<file path="config.mk">
export PLATFORM = sky130hd
export DESIGN_NAME = logic_gate_pipe
export DESIGN_NICKNAME = d
export VERILOG_FILES = /design/src/rtl/logic_gate_pipe.sv
export SDC_FILE = /design/constraint.sdc
export NUM_CORES = 1
export LEC_CHECK = 0
export CORE_UTILIZATION = 51
export DETAILED_ROUTE_END_ITERATION = 6
export PLACE_DENSITY = 0.78
export SLEW_MARGIN = 20
export SYNTH_ARGS = -nofsm -noshare
export SYNTH_HDL_FRONTEND = slang
export SYNTH_SLANG_ARGS = --single-unit
export TNS_END_PERCENT = 50
</file>
<file path="constraint.sdc">
create_clock -name clk -period 1.8 [get_ports clk]
set_input_delay 0.36 -clock clk [delete_from_list [all_inputs] [get_ports clk]]
set_output_delay 0.36 -clock clk [all_outputs]
set_load 0.01 [all_outputs]
</file>
<file path="src/rtl/logic_gate_pipe.sv">
// -----------------------------------------------------------------------------
// logic_gate_pipe
//   Pipelined WIDTH-bit bitwise logic unit with eight selectable gate functions
//   (NOT, BUF, AND, OR, NAND, NOR, XOR, XNOR). The result is evaluated at the
//   input and carried with its zero and parity flags through STAGES registered
//   stages. Each stage has valid/ready flow control, so the unit can sit in
//   front of a consumer that stalls. xfer_cnt counts completed output
//   transfers.
//
// Ports
//   clk        rising-edge clock
//   rst_n      asynchronous active-low reset
//   in_valid   a, b and op are valid this cycle
//   in_ready   the unit accepts an input this cycle
//   op         gate select: 0 NOT a, 1 BUF a, 2 AND, 3 OR, 4 NAND, 5 NOR,
//              6 XOR, 7 XNOR
//   a, b       operands; b is ignored by NOT and BUF
//   out_valid  y/zero/parity hold a valid result
//   out_ready  the consumer accepts the output
//   y          result
//   zero       1 when y is all zeros
//   parity     XOR reduction of y
//   xfer_cnt   number of completed output transfers; wraps, never saturates
// -----------------------------------------------------------------------------
module logic_gate_pipe #(
    parameter int WIDTH  = 8,
    parameter int STAGES = 2
) (
    input  logic             clk,
    input  logic             rst_n,
    input  logic             in_valid,
    output logic             in_ready,
    input  logic [2:0]       op,
    input  logic [WIDTH-1:0] a,
    input  logic [WIDTH-1:0] b,
    output logic             out_valid,
    input  logic             out_ready,
    output logic [WIDTH-1:0] y,
    output logic             zero,
    output logic             parity,
    output logic [15:0]      xfer_cnt
);

    localparam logic [2:0] OP_NOT  = 3'd0;
    localparam logic [2:0] OP_BUF  = 3'd1;
    localparam logic [2:0] OP_AND  = 3'd2;
    localparam logic [2:0] OP_OR   = 3'd3;
    localparam logic [2:0] OP_NAND = 3'd4;
    localparam logic [2:0] OP_NOR  = 3'd5;
    localparam logic [2:0] OP_XOR  = 3'd6;
    localparam logic [2:0] OP_XNOR = 3'd7;

    // Selected gate function applied bitwise to the operands.
    function automatic logic [WIDTH-1:0] gate_eval(
        input logic [2:0]       sel,
        input logic [WIDTH-1:0] opa,
        input logic [WIDTH-1:0] opb
    );
        logic [WIDTH-1:0] res;
        case (sel)
            OP_NOT:  res = ~opa;
            OP_BUF:  res = opa;
            OP_AND:  res = opa & opb;
            OP_OR:   res = opa | opb;
            OP_NAND: res = ~(opa & opb);
            OP_NOR:  res = ~(opa | opb);
            OP_XOR:  res = opa ^ opb;
            OP_XNOR: res = ~(opa ^ opb);
            default: res = {WIDTH{1'b0}};
        endcase
        return res;
    endfunction

    // Even-parity bit of a result word.
    function automatic logic parity_of(input logic [WIDTH-1:0] val);
        return ^val;
    endfunction

    // Stage state: valid bit plus {y, zero, parity} payload per stage.
    logic [STAGES-1:0]            v_q,  v_d;
    logic [STAGES-1:0][WIDTH-1:0] y_q,  y_d;
    logic [STAGES-1:0]            z_q,  z_d;
    logic [STAGES-1:0]            p_q,  p_d;
    logic [15:0]                  cnt_q, cnt_d;

    // Upstream view of each stage (stage 0 sees the input port).
    logic [STAGES-1:0]            up_v_s;
    logic [STAGES-1:0][WIDTH-1:0] up_y_s;
    logic [STAGES-1:0]            up_z_s;
    logic [STAGES-1:0]            up_p_s;

    logic [STAGES-1:0]            rdy_s;
    logic [WIDTH-1:0]             res_s;
    logic                         out_xfer_s;

    assign res_s      = gate_eval(op, a, b);
    assign out_xfer_s = v_q[STAGES-1] & out_ready;

    // Ready chain: a stage can load when it, or any stage downstream of it,
    // holds a bubble, or when the consumer takes the output. Written as an
    // accumulated OR so no signal feeds back on itself.
    always_comb begin
        logic bubble;
        bubble = 1'b0;
        rdy_s  = {STAGES{1'b0}};
        for (int i = STAGES - 1; i >= 0; i--) begin
            bubble   = bubble | ~v_q[i];
            rdy_s[i] = bubble | out_ready;
        end
    end

    // Upstream source for every stage: the evaluated input for stage 0 and
    // the previous stage register for the rest.
    always_comb begin
        up_v_s    = {STAGES{1'b0}};
        up_y_s    = {(STAGES*WIDTH){1'b0}};
        up_z_s    = {STAGES{1'b0}};
        up_p_s    = {STAGES{1'b0}};
        up_v_s[0] = in_valid;
        up_y_s[0] = res_s;
        up_z_s[0] = (res_s == {WIDTH{1'b0}});
        up_p_s[0] = parity_of(res_s);
        for (int i = 1; i < STAGES; i++) begin
            up_v_s[i] = v_q[i-1];
            up_y_s[i] = y_q[i-1];
            up_z_s[i] = z_q[i-1];
            up_p_s[i] = p_q[i-1];
        end
    end

    // Stage next-state: a ready stage takes its upstream valid bit; the
    // payload only moves with real data, so bubbles leave it untouched and
    // y/zero/parity stay 0 after reset until the first result arrives.
    always_comb begin
        v_d = v_q;
        y_d = y_q;
        z_d = z_q;
        p_d = p_q;
        for (int i = 0; i < STAGES; i++) begin
            if (rdy_s[i]) begin
                v_d[i] = up_v_s[i];
                if (up_v_s[i]) begin
                    y_d[i] = up_y_s[i];
                    z_d[i] = up_z_s[i];
                    p_d[i] = up_p_s[i];
                end else begin
                    y_d[i] = y_q[i];
                    z_d[i] = z_q[i];
                    p_d[i] = p_q[i];
                end
            end else begin
                v_d[i] = v_q[i];
                y_d[i] = y_q[i];
                z_d[i] = z_q[i];
                p_d[i] = p_q[i];
            end
        end
    end

    // Transfer counter next-state; natural 16-bit wrap.
    always_comb begin
        if (out_xfer_s) begin
            cnt_d = cnt_q + 16'd1;
        end else begin
            cnt_d = cnt_q;
        end
    end

    // State registers; reset discards everything in flight at once.
    always_ff @(posedge clk or negedge rst_n) begin
        if (!rst_n) begin
            v_q   <= {STAGES{1'b0}};
            y_q   <= {(STAGES*WIDTH){1'b0}};
            z_q   <= {STAGES{1'b0}};
            p_q   <= {STAGES{1'b0}};
            cnt_q <= 16'd0;
        end else begin
            v_q   <= v_d;
            y_q   <= y_d;
            z_q   <= z_d;
            p_q   <= p_d;
            cnt_q <= cnt_d;
        end
    end

    assign in_ready  = rdy_s[0];
    assign out_valid = v_q[STAGES-1];
    assign y         = y_q[STAGES-1];
    assign zero      = z_q[STAGES-1];
    assign parity    = p_q[STAGES-1];
    assign xfer_cnt  = cnt_q;

endmodule

</file>
==> results of run 1 <==
==> repair_timing <==
item	in CTS	in global routing
hold endpoints to repair	15	0
pin swaps	28	15
endpoints found under the setup margin	9	2
hold buffers	1	0
gates resized for setup	64	21
buffers inserted	7	4
==> Yosys cell counts (all sizes together) <==
cell type  count  area [sq um]
a211o          1          8.76
a21o           3          22.5
a21oi          8          40.0
a2bb2oi        2          17.5
a31o           1          8.76
a31oi          1          6.26
a32o           3          30.0
a32oi          4          35.0
and2           4          25.0
and3           1          6.26
and3b          1          8.76
and4           2          17.5
buf            6          37.5
clkbuf         1          3.75
dfrtp         38           951
ha            21           263
inv           18          67.6
mux2          11           124
mux2i          2          20.0
nand2         23          86.3
nand2b        11          68.8
nand3          6          30.0
nand3b         1          7.51
nand4          3          18.8
nand4b         1          8.76
nor2          20          77.6
nor2b          2          12.5
nor3           5          30.0
nor4           2          12.5
o211a          2          20.0
o21ai          7          35.0
o22a           4          35.0
o2bb2ai        2          17.5
o41ai          1          8.76
or2            5          31.3
or3            3          18.8
or4            1          11.3
xnor2         20           175
xor2           6          52.6
==> how the worst max path moves through the flow <==
stage	startpoint	endpoint	slack, ns	cells past startpoint
after floorplan	b[2]	p_q[0]	-0.32	10
after global placement	b[2]	p_q[0]	-1.0	12
after detailed placement	b[2]	p_q[0]	-1.05	12
after CTS	b[2]	p_q[0]	-0.25	12
after global routing	a[5]	p_q[0]	-0.32	10
final	a[5]	p_q[0]	-0.25	10
==> state kept, by name (all words and copies together), names as in the netlist <==
name	flops
p_q	2
up_y_s	8
v_q	2
xfer_cnt	16
y	8
z_q	2
==> metal layers <==
layer  global-route usage (%)  routed length [microns]  vias to the layer above
li1                         -                        -                     1090
met1                     32.0                     2740                     1090
met2                     47.9                     3340                       70
met3                     3.66                      224                       15
met4                     9.78                      167                        0
met5                        0                        0                        -
==> metrics by stage <==
| stage | hold slack [ns] | cells | power, W | setup slack (ns) | cell area [sq um] |
|---|---|---|---|---|---|
| 3_3_place_gp | 0.291 | 392 | 0.00221 | -0.995 | 3340 |
| 3_5_place_dp | 0.291 | 392 | 0.00225 | -1.05 | 3340 |
| 6_report | 0.490 | 411 | 0.00303 | -0.245 | 3680 |
| 2_1_floorplan | 0.0644 | 253 | 0.00170 | -0.319 | 2480 |
| 5_1_grt | 0.509 | 411 | 0.00319 | -0.319 | 3680 |
| 4_1_cts | 0.491 | 408 | 0.00294 | -0.253 | 3590 |
==> worst max-delay path, cell delays in order <==
cell	delay (ns)
sky130_fd_sc_hd__dlygate4sd2_1	0.24
sky130_fd_sc_hd__inv_1	0.06
sky130_fd_sc_hd__ha_1	0.30
sky130_fd_sc_hd__or2_2	0.30
sky130_fd_sc_hd__a21oi_2	0.20
sky130_fd_sc_hd__or3_4	0.17
sky130_fd_sc_hd__ha_4	0.20
sky130_fd_sc_hd__xnor2_2	0.13
sky130_fd_sc_hd__xnor2_1	0.15
sky130_fd_sc_hd__o21ai_1	0.10
==> final cells by class <==
cell class / instances / area [sq um]
fillers: 274 / 792
flip-flops and latches: 38 / 951
clock buffers: 6 / 82.6
well taps: 52 / 65.1
inverters: 18 / 82.6
multi-input cells: 190 / 1590
clock inverters: 2 / 12.5
repair buffers: 105 / 903
==> power groups by stage <==
| stage | sequential (W) | clock, W | combinational (W) |
|---|---|---|---|
| final | 0.00118 | 0.000622 | 0.00122 |
| after global routing | 0.00121 | 0.000656 | 0.00133 |
| after CTS | 0.00118 | 0.000619 | 0.00114 |
| after detailed placement | 0.00120 | 0 | 0.00106 |
| after global placement | 0.00118 | 0 | 0.00102 |
| after floorplan | 0.00123 | 0 | 0.000465 |
==> cells by family after synthesis <==
logic type | Yosys count | synth area share, %
mux | 13 | 5.87
simple gates | 91 | 19.2
flops | 38 | 38.8
fa+ha+maj | 21 | 10.7
buf+inv | 25 | 4.44
xor+xnor | 26 | 9.29
compound gates | 39 | 11.6
==> results.txt, run 1 <==
----------------------------------------------------
[Flow run]
  Number of maximum-capacitance violations ... 0

[Timing]
  Summed negative setup slack over all endpoints ... -0.245 ns
  Slew @ Worst Pin ... 0.365 ns
  Minimum period implied by the final worst setup slack ... 2.05 ns
  Part of the cycle the worst path needs ... 114%
  Worst-case setup margin in the final layout ... -0.245 ns
  Total setup violations reported at the end of the flow ... 1
  Post-route clock skew ... 0.00945 ns
  Unrepaired setup endpoints after global routing ... yes
  Max-slew violation count ... 0
  Max_slew headroom ... 75.6%
  Number of failing hold endpoints at the final stage ... 0
  Fmax ... 489 MHz

[Critical path]
  Endpoint type of the worst setup path ... flip-flop
  Worst R2R End ... xfer_cnt[14]
  Launching element type of the critical path ... input port
  Worst endpoint required time ... 1.98 ns
  Type of the setup path with the least slack ... in -> reg
  Setup slack on the worst flop-to-flop path ... 0.27 ns
  Number of cells on the worst reg-to-reg path ... 5
  Worst-path maximum fanout ... 3
  Critical path data arrival time ... 2.22 ns
  Worst R2R Start ... xfer_cnt[5]

[Logic synthesis]
  Net count of the mapped netlist ... 297
  Average cell area after synthesis ... 9.69 sq um
  Synthesis-stage register bit count ... 38
  Post-Syn Instances ... 253
  Number of different library cells in the post-synthesis netlist ... 44
  Cell area after synthesis ... 0.00245 sq mm
  Yosys Warn Count ... 0
  Post-synthesis sequential area ratio ... 38.8%

[Finish]
  Most frequent cells in the layout ... 48 x sky130_fd_sc_hd__buf_4, 38 x sky130_fd_sc_hd__dfrtp_1, 29 x sky130_fd_sc_hd__clkdlybuf4s50_1
  Number of nets in the layout ... 402
  Layout cell share with drive strength beyond 1 ... 33.7%
  Most common cell after layout, fill and taps aside ... sky130_fd_sc_hd__buf_4
  Ant. Diodes ... 0
  Core Util, Final ... 82.3%
  Syn-to-layout area delta ... 50.2%

[Global route]
  Initial antenna violation count ... 0
  Overflow left after global routing ... 0
  Wire length of the first global-routing pass ... 10400 microns
  Maximum number of pins on one net before global-route repair ... 18
  Global router's overall resource usage ... 26.5%
  Vias in the first global route ... 2266

[Floorplanning]
  Core area ... 0.00447 sq mm
  Count of pins on the block boundary ... 51
  Die height ... 71.3 microns
  Placement row count ... 24
  Overall die width ... 71.3 microns
  Die area ... 0.00509 sq mm
  Initial core utilization ... 54.8%

[CTS]
  Clk root buf ... sky130_fd_sc_hd__clkbuf_8
  Clk slew on worst S/H paths ... 0.07 ns
  Insertion delay of the later-clocked pin in the worst-skew pair ... 0.30 ns
  Maximum clock insertion buffer count ... 2
  Number of buffers inserted during clock tree synthesis ... 5
  H-tree depth reported by CTS ... 2
  Clock sinks ... 38
  Clock tree from TritonCTS ... built

[Detailed routing]
  Average wire per standard cell ... 15.7 microns
  DR vias ... 2265
  Total DRC errors in the routed layout ... 2
  Final WL ... 6470 microns
  Count of TritonRoute iterations in the first routing pass ... 6
  Detailed Route Iter0 Violations ... 149
  Via density per instance ... 5.51
  ANT nets after route ... 0

[Power]
  Reg power frac ... 39.0%
  Part of the total power dissipated in combinational logic ... 40.4%
  Switching fraction of total power ... 31.6%
  Worst supply voltage drop on vdd ... 400 uV
  Cell leakage power ... 1.70 nW
  Clock power frac ... 20.5%
  Internal ... 0.00207 W
  Net Sw Power ... 0.000955 W
  Power density of the placed cells ... 822 mW/mm^2

[Worst hold path]
  Classification of the worst-slack hold path ... reg -> reg
  Hold path depth ... 2
  Worst hold path startpoint ... up_y_s[9]
  Hold worst-path end ... up_y_s[9]

[Status]
  Status ... finished with violations
  Violations in the final reports ... design-rule violations, negative setup slack

[Place]
  HPWL after DPL ... 4360 microns
  Buffers on Ports ... 50
  GP Congestion ... 0.798

----------------------------------------------------
(Power assumes the default switching activity.)
==> run 2, diff against run 1 <==
--- a/config.mk
+++ b/config.mk
@@ -5,6 +5,7 @@
 export SDC_FILE = /design/constraint.sdc
 export NUM_CORES = 1
 export LEC_CHECK = 0
+export CAP_MARGIN = 25
 export CORE_UTILIZATION = 51
 export DETAILED_ROUTE_END_ITERATION = 6
 export PLACE_DENSITY = 0.78
==> results of run 2 <==
Final layout, timing and power as in run 1 (identical DEF).
